--- config.mk ---
export PLATFORM = sky130hd
export DESIGN_NAME = rr_line_arbiter_flat
export DESIGN_NICKNAME = d
export VERILOG_FILES = /design/src/rtl/arb_pkg.sv /design/src/rtl/rr_line_arbiter_if.sv /design/src/rtl/rr_priority_select.sv /design/src/rtl/rr_line_arbiter.sv /design/src/flat_wrapper.sv
export SDC_FILE = /design/constraint.sdc
export NUM_CORES = 1
export LEC_CHECK = 0
export ABC_AREA = 1
export BUFFER_PORTS_ARGS = -buffer_cell sky130_fd_sc_hd__clkbuf_2
export CELL_PAD_IN_SITES_DETAIL_PLACEMENT = 1
export CELL_PAD_IN_SITES_GLOBAL_PLACEMENT = 1
export CORE_AREA = 2 2 636 638
export CTS_CLUSTER_SIZE = 16
export DETAILED_ROUTE_END_ITERATION = 8
export DIE_AREA = 0 0 638 640
export GPL_ROUTABILITY_DRIVEN = 0
export HOLD_SLACK_MARGIN = 0.1
export PLACE_DENSITY = 0.34
export SKIP_LAST_GASP = 1
export SLEW_MARGIN = 20
export SYNTH_ARGS = -nofsm -noshare
export SYNTH_HDL_FRONTEND = slang
export SYNTH_SLANG_ARGS = --single-unit
--- constraint.sdc ---
create_clock -name clk -period 1.7 [get_ports clk]
set_clock_uncertainty 0.1 [all_clocks]
set_input_delay 0.34 -clock clk [delete_from_list [all_inputs] [get_ports clk]]
set_output_delay 0.34 -clock clk [all_outputs]
set_load 0.02 [all_outputs]
--- src/rtl/arb_pkg.sv ---
// Shared types and parameter defaults for the round-robin cacheline arbiter.
package arb_pkg;

  typedef enum logic {
    IDLE = 1'b0,
    BUSY = 1'b1
  } arb_state_e;

  localparam int unsigned NUM_PORTS_DEF  = 2;
  localparam int unsigned ADDR_WIDTH_DEF = 32;
  localparam int unsigned LINE_WIDTH_DEF = 256;

endpackage

--- src/rtl/rr_line_arbiter_if.sv ---
// Upstream cache ports plus the downstream memory port of the line arbiter.
interface rr_line_arbiter_if
  import arb_pkg::*;
#(
  parameter int unsigned NUM_PORTS  = NUM_PORTS_DEF,
  parameter int unsigned ADDR_WIDTH = ADDR_WIDTH_DEF,
  parameter int unsigned LINE_WIDTH = LINE_WIDTH_DEF
) ();

  logic [NUM_PORTS-1:0]                 up_read;
  logic [NUM_PORTS-1:0]                 up_write;
  logic [NUM_PORTS-1:0][ADDR_WIDTH-1:0] up_address;
  logic [NUM_PORTS-1:0][LINE_WIDTH-1:0] up_wdata;
  logic [NUM_PORTS-1:0][LINE_WIDTH-1:0] up_rdata;
  logic [NUM_PORTS-1:0]                 up_resp;

  logic                  mem_read;
  logic                  mem_write;
  logic [ADDR_WIDTH-1:0] mem_address;
  logic [LINE_WIDTH-1:0] mem_wdata;
  logic [LINE_WIDTH-1:0] mem_rdata;
  logic                  mem_resp;

  logic                  abort_err;

  // Arbiter side.
  modport slave (
    input  up_read, up_write, up_address, up_wdata, mem_rdata, mem_resp,
    output up_rdata, up_resp, mem_read, mem_write, mem_address, mem_wdata, abort_err
  );

  // Caches plus memory side.
  modport master (
    output up_read, up_write, up_address, up_wdata, mem_rdata, mem_resp,
    input  up_rdata, up_resp, mem_read, mem_write, mem_address, mem_wdata, abort_err
  );

endinterface

--- src/rtl/rr_priority_select.sv ---
// Finds the first eligible requester scanning upward from a start index, wrapping modulo N.
module rr_priority_select #(
  parameter int unsigned N     = 2,
  parameter int unsigned IDX_W = 1
) (
  input  logic [N-1:0]     req,
  input  logic [IDX_W-1:0] start,
  input  logic [N-1:0]     excl,
  output logic             valid,
  output logic [IDX_W-1:0] idx
);

  logic [2*N-1:0] dbl;
  logic [N-1:0]   rot;

  // Rotate the eligible set so bit 0 is the start port, then take the lowest set bit.
  always_comb begin
    dbl   = {req & ~excl, req & ~excl};
    rot   = N'(dbl >> start);
    valid = 1'b0;
    idx   = '0;
    for (int unsigned i = 0; i < N; i++) begin
      if (!valid && rot[i]) begin
        valid = 1'b1;
        idx   = IDX_W'((32'(start) + i) % N);
      end
    end
  end

endmodule

--- src/rtl/rr_line_arbiter.sv ---
// Round-robin arbiter multiplexing several cache line ports onto one memory port.
module rr_line_arbiter
  import arb_pkg::*;
#(
  parameter int unsigned NUM_PORTS  = NUM_PORTS_DEF,
  parameter int unsigned ADDR_WIDTH = ADDR_WIDTH_DEF,
  parameter int unsigned LINE_WIDTH = LINE_WIDTH_DEF
) (
  input logic               clk,
  input logic               rst,
  rr_line_arbiter_if.slave  bus
);

  localparam int unsigned     IDX_W     = (NUM_PORTS > 1) ? $clog2(NUM_PORTS) : 1;
  localparam logic [IDX_W-1:0] LAST_PORT = IDX_W'(NUM_PORTS - 1);

  arb_state_e           state_q, state_d;
  logic [IDX_W-1:0]     g_q, g_d;
  logic [IDX_W-1:0]     last_q, last_d;

  logic [NUM_PORTS-1:0] req;
  logic [NUM_PORTS-1:0] g_onehot;
  logic [NUM_PORTS-1:0] excl;
  logic [IDX_W-1:0]     start_idx;
  logic [IDX_W-1:0]     sel_idx;
  logic                 sel_valid;
  logic                 busy;
  logic                 g_req;
  logic                 abort_c;

  logic [ADDR_WIDTH-1:0] addr_mux;
  logic [LINE_WIDTH-1:0] wdata_mux;

  function automatic logic [IDX_W-1:0] next_idx(input logic [IDX_W-1:0] i);
    return (i == LAST_PORT) ? '0 : IDX_W'(i + 1'b1);
  endfunction

  assign req  = bus.up_read | bus.up_write;
  assign busy = (state_q == BUSY);

  always_comb begin
    g_onehot = '0;
    for (int unsigned p = 0; p < NUM_PORTS; p++) begin
      g_onehot[p] = (g_q == IDX_W'(p));
    end
  end

  assign g_req = |(req & g_onehot);

  // One selector serves both the idle pick (after last) and the handoff pick (after g, g excluded).
  assign start_idx = busy ? next_idx(g_q) : next_idx(last_q);
  assign excl      = busy ? g_onehot : '0;

  rr_priority_select #(
    .N     (NUM_PORTS),
    .IDX_W (IDX_W)
  ) u_sel (
    .req   (req),
    .start (start_idx),
    .excl  (excl),
    .valid (sel_valid),
    .idx   (sel_idx)
  );

  always_comb begin
    state_d = state_q;
    g_d     = g_q;
    last_d  = last_q;
    abort_c = 1'b0;
    case (state_q)
      IDLE: begin
        if (sel_valid) begin
          state_d = BUSY;
          g_d     = sel_idx;
        end
      end
      BUSY: begin
        if (bus.mem_resp) begin
          last_d = g_q;
          if (sel_valid) begin
            g_d = sel_idx;
          end else begin
            state_d = IDLE;
          end
        end else if (!g_req) begin
          abort_c = 1'b1;
          last_d  = g_q;
          state_d = IDLE;
        end
      end
      default: state_d = IDLE;
    endcase
  end

  always_ff @(posedge clk or posedge rst) begin
    if (rst) begin
      state_q <= IDLE;
      g_q     <= '0;
      last_q  <= LAST_PORT;
    end else begin
      state_q <= state_d;
      g_q     <= g_d;
      last_q  <= last_d;
    end
  end

  // Downstream mux: transparent from the granted port while BUSY, zero otherwise.
  always_comb begin
    addr_mux  = '0;
    wdata_mux = '0;
    for (int unsigned p = 0; p < NUM_PORTS; p++) begin
      if (busy && g_onehot[p]) begin
        addr_mux  = bus.up_address[p];
        wdata_mux = bus.up_wdata[p];
      end
    end
  end

  assign bus.mem_read    = busy & |(bus.up_read & g_onehot);
  assign bus.mem_write   = busy & |(bus.up_write & g_onehot);
  assign bus.mem_address = addr_mux;
  assign bus.mem_wdata   = wdata_mux;
  assign bus.abort_err   = abort_c;

  always_comb begin
    bus.up_resp  = '0;
    bus.up_rdata = '0;
    for (int unsigned p = 0; p < NUM_PORTS; p++) begin
      if (busy && g_onehot[p]) begin
        bus.up_resp[p]  = bus.mem_resp;
        bus.up_rdata[p] = bus.mem_rdata;
      end
    end
  end

endmodule

--- src/flat_wrapper.sv ---
// flat-port wrapper written by rule: the top's interface ports become plain ports
module rr_line_arbiter_flat import arb_pkg::*;
#(
  parameter int unsigned NUM_PORTS  = NUM_PORTS_DEF,
  parameter int unsigned ADDR_WIDTH = ADDR_WIDTH_DEF,
  parameter int unsigned LINE_WIDTH = LINE_WIDTH_DEF
)
  (clk, rst, bus_up_read, bus_up_write, bus_up_address, bus_up_wdata, bus_mem_rdata, bus_mem_resp, bus_up_rdata, bus_up_resp, bus_mem_read, bus_mem_write, bus_mem_address, bus_mem_wdata, bus_abort_err);
  rr_line_arbiter_if #(.NUM_PORTS(NUM_PORTS), .ADDR_WIDTH(ADDR_WIDTH), .LINE_WIDTH(LINE_WIDTH)) bus_i ();
  input logic clk;
  input logic rst;
  input wire logic [$bits(bus_i.up_read)-1:0] bus_up_read;
  input wire logic [$bits(bus_i.up_write)-1:0] bus_up_write;
  input wire logic [$bits(bus_i.up_address)-1:0] bus_up_address;
  input wire logic [$bits(bus_i.up_wdata)-1:0] bus_up_wdata;
  input wire logic [$bits(bus_i.mem_rdata)-1:0] bus_mem_rdata;
  input wire logic [$bits(bus_i.mem_resp)-1:0] bus_mem_resp;
  output wire logic [$bits(bus_i.up_rdata)-1:0] bus_up_rdata;
  output wire logic [$bits(bus_i.up_resp)-1:0] bus_up_resp;
  output wire logic [$bits(bus_i.mem_read)-1:0] bus_mem_read;
  output wire logic [$bits(bus_i.mem_write)-1:0] bus_mem_write;
  output wire logic [$bits(bus_i.mem_address)-1:0] bus_mem_address;
  output wire logic [$bits(bus_i.mem_wdata)-1:0] bus_mem_wdata;
  output wire logic [$bits(bus_i.abort_err)-1:0] bus_abort_err;
  assign bus_i.up_read = bus_up_read;
  assign bus_i.up_write = bus_up_write;
  assign bus_i.up_address = bus_up_address;
  assign bus_i.up_wdata = bus_up_wdata;
  assign bus_i.mem_rdata = bus_mem_rdata;
  assign bus_i.mem_resp = bus_mem_resp;
  assign bus_up_rdata = bus_i.up_rdata;
  assign bus_up_resp = bus_i.up_resp;
  assign bus_mem_read = bus_i.mem_read;
  assign bus_mem_write = bus_i.mem_write;
  assign bus_mem_address = bus_i.mem_address;
  assign bus_mem_wdata = bus_i.mem_wdata;
  assign bus_abort_err = bus_i.abort_err;
  rr_line_arbiter #(.NUM_PORTS(NUM_PORTS), .ADDR_WIDTH(ADDR_WIDTH), .LINE_WIDTH(LINE_WIDTH)) u_core (.clk(clk), .rst(rst), .bus(bus_i));
endmodule
==> results.ini <==
[global_route]
grt_max_degree=43
grt_pass1_wl_um=341000
groute.usage.overall=0.140
antenna_found_initial=290
grt_pass1_vias=20100
grt_overflow_total=0

[sta]
timing.setup.tns_ns=-415.24
setup_viol=808
maxSlewHeadroom=0.726
holdWs_ns=0.402
min_period_over_period=1.40
finalMaxSlewViolations=0
setup_slack_ns=-0.681
fin_crit_ns=2.38
max_freq_mhz=420
rsz0062_at_grt=yes
hold_viol=0
worstMarginPinSlew_ns=0.410

[logic_synthesis]
yosysSeqAreaShare=0.00917
synthDominantCellAreaShare=0.348
synth_area_leaders=nand3_1 (35%), nor2_1 (23%), nand2_1 (14%)
synth_nets=2698
ys_seq_elements=3
syn_area_mm2=0.00832
yosysWarnings=0
synth.avg_cell_area_um2=4.48
synthCells=1859
ys_types=16
synth_top_area_cell=nand3_1

[floorplan]
die_area_mm2=0.408
die_x_um=638
num_rows=233
start_util=0.0207
ioPinCount=1644
dieHeight_um=640
core_region_area_mm2=0.401

[worst_setup_path]
crit_fanout=31
crit_arrival_ns=1.94
cp-start-kind=flip-flop
r2r_setup_slack_ns=-0.43
worstSetupPathType=reg2out
r2r_start=u_core.busy
reg2reg_to=u_core.busy
crit_required_ns=1.26
endpoint_kind=output pin
reg2reg_depth=12

[min_path]
min_to=u_core.last_q
hp-class=reg2reg
worstHoldStart=u_core.last_q
whs_path_depth=2

[drt]
drtIter0Drc=1410
vias=21400
ant_nets=0
avgViaCountPerCell=2.39
detail_route.wl_per_cell_um=34.2
totalWireLength_um=307000
drtPass1Iterations=6
drc=0

[final_layout]
fillers=48400
final_common_cell=clkbuf_2
multi_input_area_mm2=0.00747
finalNonFillerCells=8955
final_nets=4459
layout.area.seq_um2=83.8
layout-drive-gt1-share=0.602
area_growth_pct=284
mostFrequentLayoutCells=clkbuf_2 (1296), nand3_1 (495), nor2_1 (460)
final_util=0.0796

[clock_network]
cts_tree=done
htree_levels=1
numCtsBuffers=3
root_buffer=clkbuf_16
clockBufferDepth=2
clk_pin_slew_ns=0.04
cts_sinks=3
clk_latency_ns=0.25

[place]
dpl.hpwl_um=280000
dp_cells=8799
portBuffers=1643

[pwr]
pwr_density_cell_mw_per_mm2=2100
ir_drop_mv=0.557
leakage_nw=15.6
finalPower_w=0.0670

[status]
status=finished with violations
failed_checks=setup timing

[flow_run]
drv_cap=0

cell usage after synthesis (all sizes together):
cell      n
nand3   578
nor2    517
nand2   307
inv     261
buf     183
a21oi     3
clkbuf    3
o21ai     3
dfrtp     2
dfstp     1
nand3b    1
per-stage QoR:
step                cell area (um^2)  setup WS (ns)
CTS                            28600         -0.672
finish                         32000         -0.681
floorplan                       8320         0.0322
global route                   31900         -0.680
detailed placement             27400         -0.719
global placement               27400         -0.712
logic make-up (layout without fill, tap and decap cells):
kind of cell / count (synthesis) / after routing / synth area share
simple gates: 1403 / 1403 / 0.721
buf+inv: 447 / 2207 / 0.266
compound gates: 6 / 6 / 0.00361
flops: 3 / 3 / 0.00917
other cells: 0 / 49 / 0
per-layer routing:
layer  global-route usage  share of wire  vias up
met5                    0         0.0049        -
met4               0.0218          0.022      200
met3               0.0703           0.12      490
met2                0.241           0.48     1385
met1                0.155           0.37     9968
li1                     -              -     9369
critical path, stage by stage (launching register included):
cell	delay [ns]
dfrtp_4	0.46
buf_12	0.18
buf_16	0.21
buf_4	0.22
nand3_1	0.11
nand2_2	0.17
clkbuf_4	0.21
sequential cells by signal, summed over array words and instances, names as in the netlist:
name	flops
u_core.g_q	1
u_core.last_q	1
u_core.busy	1
worst max path at each step:
| stage | depth (start not counted) | end | from |
|---|---|---|---|
| after detailed placement | 6 | bus_mem_wdata[76] | u_core.busy |
| final | 6 | bus_mem_wdata[73] | u_core.busy |
| after floorplan | 6 | bus_mem_read | u_core.g_q |
| after CTS | 8 | bus_mem_wdata[64] | u_core.g_q |
| after global placement | 6 | bus_mem_wdata[76] | u_core.busy |
| after global routing | 7 | bus_up_rdata[56] | u_core.g_q |
layout make-up:
cell class / instances / share of cell area
clock buffers: 4 / 0.00247
diodes: 49 / 0.00384
inverters: 261 / 0.0310
repair buffers: 1942 / 0.519
well taps: 5287 / 0.207
multi-input cells: 1409 / 0.234
flip-flops and latches: 3 / 0.00262
report_power, final:
| part | internal, W | total (W) | switching (W) |
|---|---|---|---|
| clock network | 0.000312 | 0.000406 | 0.0000939 |
| logic | 0.0251 | 0.0664 | 0.0413 |
| registers | 0.000133 | 0.000215 | 0.0000819 |
timing repair:
item	CTS	global route
endpoints found under the setup margin	808	808
buffers inserted	13	33
pin swaps	3	49
endpoints found under the hold margin	2	0
gates resized for setup	131	675
hold buffers	1	0
gates cloned	16	46
Note: power is estimated with default switching activity, not from simulation.
